### config.mk
export PLATFORM = sky130hd
export DESIGN_NAME = fp_alu_mode_scheduler_flat
export DESIGN_NICKNAME = d
export VERILOG_FILES = /design/src/rtl/fp_alu_mode_scheduler_if.sv /design/src/rtl/fp_alu_mode_scheduler.sv /design/src/flat_wrapper.sv
export SDC_FILE = /design/constraint.sdc
export NUM_CORES = 1
export LEC_CHECK = 0
export BUFFER_PORTS_ARGS = -buffer_cell sky130_fd_sc_hd__buf_2
export CORE_ASPECT_RATIO = 1.25
export CORE_MARGIN = 1
export CORE_UTILIZATION = 59
export CTS_CLUSTER_SIZE = 10
export DETAILED_ROUTE_END_ITERATION = 6
export HOLD_SLACK_MARGIN = 0.05
export PLACE_DENSITY = 0.85
export SETUP_SLACK_MARGIN = 0.05
export SLEW_MARGIN = 20
export SYNTH_ARGS = -nofsm -noshare
export SYNTH_HDL_FRONTEND = slang
export SYNTH_SLANG_ARGS = --single-unit
export TNS_END_PERCENT = 50
### constraint.sdc
create_clock -name clk -period 3 [get_ports clk]
set_input_delay 0.15 -clock clk [delete_from_list [all_inputs] [get_ports clk]]
set_output_delay 0.15 -clock clk [all_outputs]
set_load 0.1 [all_outputs]
### src/rtl/fp_alu_mode_scheduler_if.sv
// Issue/result handshake bundle between the two requesters, the FP ALU and
// the mode scheduler. The master side drives requests and ALU result strobes;
// the slave side (the scheduler) drives the readies and the ALU controls.
interface fp_alu_mode_scheduler_if;
   logic dp_req_valid;
   logic dp_req_ready;
   logic vm_req_valid;
   logic vm_req_ready;
   logic alu_ready;
   logic alu_dot_product_mode;
   logic alu_dp_valid;
   logic alu_vm_valid;

   modport master (
      output dp_req_valid,
      output vm_req_valid,
      output alu_dp_valid,
      output alu_vm_valid,
      input  dp_req_ready,
      input  vm_req_ready,
      input  alu_ready,
      input  alu_dot_product_mode
   );

   modport slave (
      input  dp_req_valid,
      input  vm_req_valid,
      input  alu_dp_valid,
      input  alu_vm_valid,
      output dp_req_ready,
      output vm_req_ready,
      output alu_ready,
      output alu_dot_product_mode
   );
endinterface

### src/rtl/fp_alu_mode_scheduler.sv
// fp_alu_mode_scheduler: arbitrates a dot-product and a vector-multiply
// requester onto one FP ALU whose mode can only change once the pipeline is
// empty. Each requester gets bursts of up to MAX_BURST issues while the other
// waits; a mode switch drains all in-flight results first.
// Optional macro FP_ALU_SCHED_PERF_CNT_EN adds switch_count/stall_cycles.
module fp_alu_mode_scheduler #(
   parameter int MAX_BURST       = 16,
   parameter int MAX_OUTSTANDING = 32,
   parameter int CNT_WIDTH       = 6
) (
   input  logic                  clk,
   input  logic                  rst_n,
   fp_alu_mode_scheduler_if.slave bus,
   output logic                  busy,
   output logic                  err_underflow
`ifdef FP_ALU_SCHED_PERF_CNT_EN
   ,
   output logic [31:0]           switch_count,
   output logic [31:0]           stall_cycles
`endif
);

   typedef enum logic [1:0] {IDLE, DP_RUN, VM_RUN, DRAIN} state_t;

   localparam logic [CNT_WIDTH-1:0] BURST_MAX = CNT_WIDTH'(MAX_BURST);
   localparam logic [CNT_WIDTH-1:0] OUT_MAX   = CNT_WIDTH'(MAX_OUTSTANDING);
   localparam logic [CNT_WIDTH-1:0] CNT_ONE   = CNT_WIDTH'(1);

   state_t                 state, state_next;
   logic [CNT_WIDTH-1:0]   outstanding, outstanding_next;
   logic [CNT_WIDTH-1:0]   burst, burst_next;
   // mode doubles as the last-grant record: 1 = dot product was granted last
   logic                   mode, mode_next;
   logic                   err_next;
   logic                   dp_issue, vm_issue, issue;
   logic                   result_match, result_dec;
   logic                   own_valid, other_valid, enter_run;

   assign bus.dp_req_ready = (state == DP_RUN) && (outstanding < OUT_MAX) &&
                             ((burst < BURST_MAX) || !bus.vm_req_valid);
   assign bus.vm_req_ready = (state == VM_RUN) && (outstanding < OUT_MAX) &&
                             ((burst < BURST_MAX) || !bus.dp_req_valid);

   assign dp_issue                 = bus.dp_req_valid && bus.dp_req_ready;
   assign vm_issue                 = bus.vm_req_valid && bus.vm_req_ready;
   assign issue                    = dp_issue || vm_issue;
   assign bus.alu_ready            = issue;
   assign bus.alu_dot_product_mode = mode;

   assign own_valid    = mode ? bus.dp_req_valid : bus.vm_req_valid;
   assign other_valid  = mode ? bus.vm_req_valid : bus.dp_req_valid;
   assign result_match = mode ? bus.alu_dp_valid : bus.alu_vm_valid;
   assign result_dec   = result_match && (outstanding != '0);

   assign busy = (state != IDLE) || (outstanding != '0);

   // In-flight count and error flag: a strobe of the wrong mode or with nothing in flight is an ALU error
   always_comb begin
      outstanding_next = outstanding;
      if (issue && !result_dec) begin
         outstanding_next = outstanding + CNT_ONE;
      end else if (!issue && result_dec) begin
         outstanding_next = outstanding - CNT_ONE;
      end
      err_next = err_underflow ||
                 (bus.alu_dp_valid && (!mode || (outstanding == '0))) ||
                 (bus.alu_vm_valid && (mode || (outstanding == '0)));
   end

   // Next state and mode: grant, burst-limit drain, and switch once the pipe is empty
   always_comb begin
      state_next = state;
      mode_next  = mode;
      enter_run  = 1'b0;
      case (state)
         IDLE: begin
            if (bus.dp_req_valid && bus.vm_req_valid) begin
               state_next = mode ? VM_RUN : DP_RUN;
               mode_next  = !mode;
               enter_run  = 1'b1;
            end else if (bus.dp_req_valid) begin
               state_next = DP_RUN;
               mode_next  = 1'b1;
               enter_run  = 1'b1;
            end else if (bus.vm_req_valid) begin
               state_next = VM_RUN;
               mode_next  = 1'b0;
               enter_run  = 1'b1;
            end
         end
         DP_RUN, VM_RUN: begin
            if (other_valid && (!own_valid || (burst == BURST_MAX))) begin
               state_next = DRAIN;
            end else if (!bus.dp_req_valid && !bus.vm_req_valid &&
                         (outstanding_next == '0)) begin
               state_next = IDLE;
            end
         end
         DRAIN: begin
            if (outstanding_next == '0) begin
               state_next = mode ? VM_RUN : DP_RUN;
               mode_next  = !mode;
               enter_run  = 1'b1;
            end
         end
         default: state_next = IDLE;
      endcase
   end

   // Burst length: restart per grant, and forgive a full burst when nobody else is waiting
   always_comb begin
      burst_next = burst;
      if (enter_run) begin
         burst_next = '0;
      end else if ((burst == BURST_MAX) && !other_valid) begin
         burst_next = issue ? CNT_ONE : '0;
      end else if (issue && (burst != BURST_MAX)) begin
         burst_next = burst + CNT_ONE;
      end
   end

   // State registers; reset abandons any in-flight accounting
   always_ff @(posedge clk or negedge rst_n) begin
      if (!rst_n) begin
         state         <= IDLE;
         outstanding   <= '0;
         burst         <= '0;
         mode          <= 1'b0;
         err_underflow <= 1'b0;
      end else begin
         state         <= state_next;
         outstanding   <= outstanding_next;
         burst         <= burst_next;
         mode          <= mode_next;
         err_underflow <= err_next;
      end
   end

`ifdef FP_ALU_SCHED_PERF_CNT_EN
   // Performance counters: mode switches completed and cycles a requester waited
   always_ff @(posedge clk or negedge rst_n) begin
      if (!rst_n) begin
         switch_count <= '0;
         stall_cycles <= '0;
      end else begin
         if ((state == DRAIN) && (state_next != DRAIN)) begin
            switch_count <= switch_count + 32'd1;
         end
         if ((bus.dp_req_valid && !bus.dp_req_ready) ||
             (bus.vm_req_valid && !bus.vm_req_ready)) begin
            stall_cycles <= stall_cycles + 32'd1;
         end
      end
   end
`endif

endmodule

### src/flat_wrapper.sv
// flat-port wrapper written by rule: the top's interface ports become plain ports
module fp_alu_mode_scheduler_flat 
#(
   parameter int MAX_BURST       = 16,
   parameter int MAX_OUTSTANDING = 32,
   parameter int CNT_WIDTH       = 6
)
  (clk, rst_n, busy, err_underflow, bus_dp_req_valid, bus_vm_req_valid, bus_alu_dp_valid, bus_alu_vm_valid, bus_dp_req_ready, bus_vm_req_ready, bus_alu_ready, bus_alu_dot_product_mode);
  fp_alu_mode_scheduler_if bus_i ();
  input  logic clk;
  input  logic rst_n;
  output logic busy;
  output logic err_underflow;
  input wire logic [$bits(bus_i.dp_req_valid)-1:0] bus_dp_req_valid;
  input wire logic [$bits(bus_i.vm_req_valid)-1:0] bus_vm_req_valid;
  input wire logic [$bits(bus_i.alu_dp_valid)-1:0] bus_alu_dp_valid;
  input wire logic [$bits(bus_i.alu_vm_valid)-1:0] bus_alu_vm_valid;
  output wire logic [$bits(bus_i.dp_req_ready)-1:0] bus_dp_req_ready;
  output wire logic [$bits(bus_i.vm_req_ready)-1:0] bus_vm_req_ready;
  output wire logic [$bits(bus_i.alu_ready)-1:0] bus_alu_ready;
  output wire logic [$bits(bus_i.alu_dot_product_mode)-1:0] bus_alu_dot_product_mode;
  assign bus_i.dp_req_valid = bus_dp_req_valid;
  assign bus_i.vm_req_valid = bus_vm_req_valid;
  assign bus_i.alu_dp_valid = bus_alu_dp_valid;
  assign bus_i.alu_vm_valid = bus_alu_vm_valid;
  assign bus_dp_req_ready = bus_i.dp_req_ready;
  assign bus_vm_req_ready = bus_i.vm_req_ready;
  assign bus_alu_ready = bus_i.alu_ready;
  assign bus_alu_dot_product_mode = bus_i.alu_dot_product_mode;
  fp_alu_mode_scheduler #(.MAX_BURST(MAX_BURST), .MAX_OUTSTANDING(MAX_OUTSTANDING), .CNT_WIDTH(CNT_WIDTH)) u_core (.clk(clk), .rst_n(rst_n), .bus(bus_i), .busy(busy), .err_underflow(err_underflow));
endmodule
==> summary.txt <==
Finish
  • Nets: 190
  • Area growth from synthesis to layout: 8.216%
  • Fillers: 196
  • Layout cells sized above 1: 0.1676
  • ANT cells: 0

Clock tree
  • Clk buf depth: 2
  • Clock-pin slew on the worst setup and hold paths: 0.10 ns
  • Root buffer cell: clkbuf_4
  • Cts repair resizes: 0
  • Worst skew pair latency: 0.29 ns
  • H-tree Lvls: 1
  • Number of buffers created by CTS: 3
  • TritonCTS clock tree: done
  • CTS Sinks: 16

Synthesis
  • Mapped Nets: 177
  • EDFF count, synth: 0
  • Yosys cell types: 54
  • Syn Inst Count: 161
  • Register area share after synthesis: 0.2827
  • Ys async rst share: 1.000
  • Syn avg cell area: 8.797 sq um
  • Most used DFF post-synth: dfrtp_1
  • YS warnings: 0
  • FF+latch count, synth: 16
  • Synthesized area: 1416 sq um

Worst setup path
  • Reg-to-reg setup timing slack: 0.36 ns
  • Crit path kind: reg -> reg
  • Arrival @ worst endpoint: 2.82 ns
  • Peak per-stage delay on the critical path: 0.58 ns
  • Critical Path End Type: flip-flop
  • Crit path launch type: flip-flop
  • Crit-path slowest cell: mux4_2
  • Largest fanout on the critical path: 11
  • CP Data Required Time: 3.18 ns
  • Critical path cell sequence: inv_1 -> ha_1 -> and2_1 -> a32o_2 -> nand2_4 -> inv_2 -> mux4_2 -> a21oi_4 -> a311oi_1 -> a211o_1

GRT
  • Gr busiest metal: met2
  • M2 GR Usage: 0.4510
  • Grt met1 use: 0.3408
  • Total grt overflow: 0
  • Largest net degree at the start of global routing: 17
  • M3 GR Usage: 0.02572
  • Vias in the first global route: 1263
  • Antenna violations before repair: 0
  • First-pass GRT wire length: 5278 microns
  • Total Routing Usage GR: 0.2728

Floorplan
  • Rows: 19
  • Die W: 45.83 microns
  • Die H: 56.78 microns
  • Initial Util: 0.6338
  • Die area: 2602 sq um
  • Core Region: 2235 sq um
  • # IOs: 12

Timing
  • Number of setup violations in the final report: 0
  • Worst-Margin Slew: 0.4915 ns
  • Final Hold Vio Count: 0
  • Final worst-path cycle share: 0.8795
  • Worst relative slew slack: 0.6746
  • Setup Total Neg Slack: 0 ns
  • Final Max Tran Viols: 0
  • Fmax: 379.0 MHz
  • Skew final: 0.003075 ns
  • RSZ-0062 raised after global routing: no
  • Tmin final: 2.638 ns

Outcome
  • Status: finished clean

Placed design
  • Post-DP HPWL: 2415 microns
  • Port Buffers: 11
  • Gpl congestion: 0.9367

Job
  • Max-cap violations: 0

Route
  • First DRT Iteration DRCs: 50
  • DRC: 0
  • Pre-Repair DR Iteration Count: 4
  • Drt wl/cell: 15.50 microns
  • DR vias: 1274
  • Detailed Route WL: 3163 microns
  • Antenna viol nets, final: 0
  • Post-DR vias/cell: 6.245

Power and ir drop
  • Max VDD drop: 0.0006840 V
  • Total power: 1.736 mW
  • Leak: 0.6998 nW
  • Power Dens Cells: 1133 nW/um^2

Hold path
  • Hold WC Path Type: in -> reg
critical path: cells and delay by family (launching register included):
family          cells  cell delay, ns
compound gates      4            0.77
fa+ha+maj           1            0.18
buf+inv             2            0.33
flops               1            0.43
mux                 1            0.58
simple gates        2            0.24
state kept, by name (all words and copies together) (netlist names):
name,count
u_core.outstanding,6
u_core.state,2
u_core.err_underflow,1
u_core.burst,6
u_core.bus.alu_dot_product_mode,1
where the power goes:
group	switching (mW)	internal [mW]	leakage (nW)	total (mW)
Combinational	0.740	0.430	0.481	1.17
Clock	0.0717	0.0740	0.0210	0.146
Sequential	0.120	0.301	0.197	0.421
Total	0.932	0.804	0.700	1.74
metal layers:
| metal | share of wire | wire [microns] |
|---|---|---|
| met5 | 0 | 0 |
| met4 | 0.012 | 39 |
| met3 | 0.040 | 127 |
| met2 | 0.52 | 1641 |
| met1 | 0.43 | 1354 |
synth_stat cells, types with 3 or more instances:
library cell   n  area, sq um
nor2_1        12        45.04
nand3_1        4        20.02
dfrtp_1       16        400.4
inv_1          9        33.78
nand4_1        4        25.02
a311oi_1       4        35.03
a21oi_1        7        35.03
ha_1          10        125.1
and3_1         6        37.54
nand2b_1       5        31.28
and2_1         5        31.28
xor2_1         3        26.28
nand2_1       13        48.80
nor3_1         3        15.01
buf_4          3        22.52
o21ai_0        8        40.04
metrics by stage:
step	cell area [sq um]	instances	setup WS, ns	util	hold WS [ns]
6_report	1533	204	0.3615	0.6859	0.1545
5_1_grt	1533	204	0.2127	0.6859	0.1771
4_1_cts	1533	204	0.3807	0.6859	0.1487
3_5_place_dp	1486	199	0.4160	0.6652	0.09391
3_3_place_gp	1486	199	0.5426	0.6652	0.09093
2_1_floorplan	1416	161	0.1723	-	-0.1456
worst paths after layout:
kind	to	from	cells after the start
max in group asynchronous	u_core.outstanding[1]$_DFF_PN0_	rst_n	2
max reg2reg	u_core.state[1]$_DFFE_PN0P_	u_core.state[1]$_DFFE_PN0P_	10
min in group asynchronous	u_core.outstanding[4]$_DFF_PN0_	rst_n	2
min reg2reg	u_core.err_underflow$_DFF_PN0_	u_core.err_underflow$_DFF_PN0_	1
min	u_core.err_underflow$_DFF_PN0_	bus_alu_vm_valid	3
max	u_core.state[1]$_DFFE_PN0P_	u_core.state[1]$_DFFE_PN0P_	10
logic make-up (layout without fill, tap and decap cells):
group,after synthesis,count (layout),synth area share
AND/OR/NAND/NOR,64,64,0.2429
AO/OA/AOI/OAI,44,44,0.2350
flip-flops,16,16,0.2827
buffers and inverters,15,27,0.04858
adder cells (fa/ha/maj),10,10,0.08834
multiplexers,7,7,0.07155
XOR/XNOR,5,5,0.03092
area by class of cell:
| cell class | count | area, sq um | share of cell area |
|---|---|---|---|
| multi-input combinational | 130 | 947.2 | 0.6180 |
| sequential | 16 | 400.4 | 0.2612 |
| timing repair buffer | 13 | 72.57 | 0.04735 |
| tap | 31 | 38.79 | 0.02531 |
| inverter | 10 | 37.54 | 0.02449 |
| clock buffer | 4 | 36.28 | 0.02367 |
cell usage in the layout, fill, tap and decap left out, types with 2 or more instances in the layout:
cell type,instances
dfrtp_1,16
nand2_1,13
nor2_1,12
buf_2,11
ha_1,10
inv_1,9
o21ai_0,8
a21oi_1,7
and3_1,6
and2_1,5
nand2b_1,5
nand4_1,4
nand3_1,4
a311oi_1,4
xor2_1,3
nor3_1,3
clkbuf_4,3
nor2b_1,2
a21o_1,2
a211oi_1,2
or3_1,2
mux2i_1,2
nand3b_1,2
xnor2_1,2
o22a_1,2
mux2_2,2
a211o_1,2
a31oi_1,2
repair_timing:
item	in CTS	in global routing
buffers inserted	0	0
endpoints found under the hold margin	16	0
hold buffers	1	0
(Power assumes the default switching activity.)
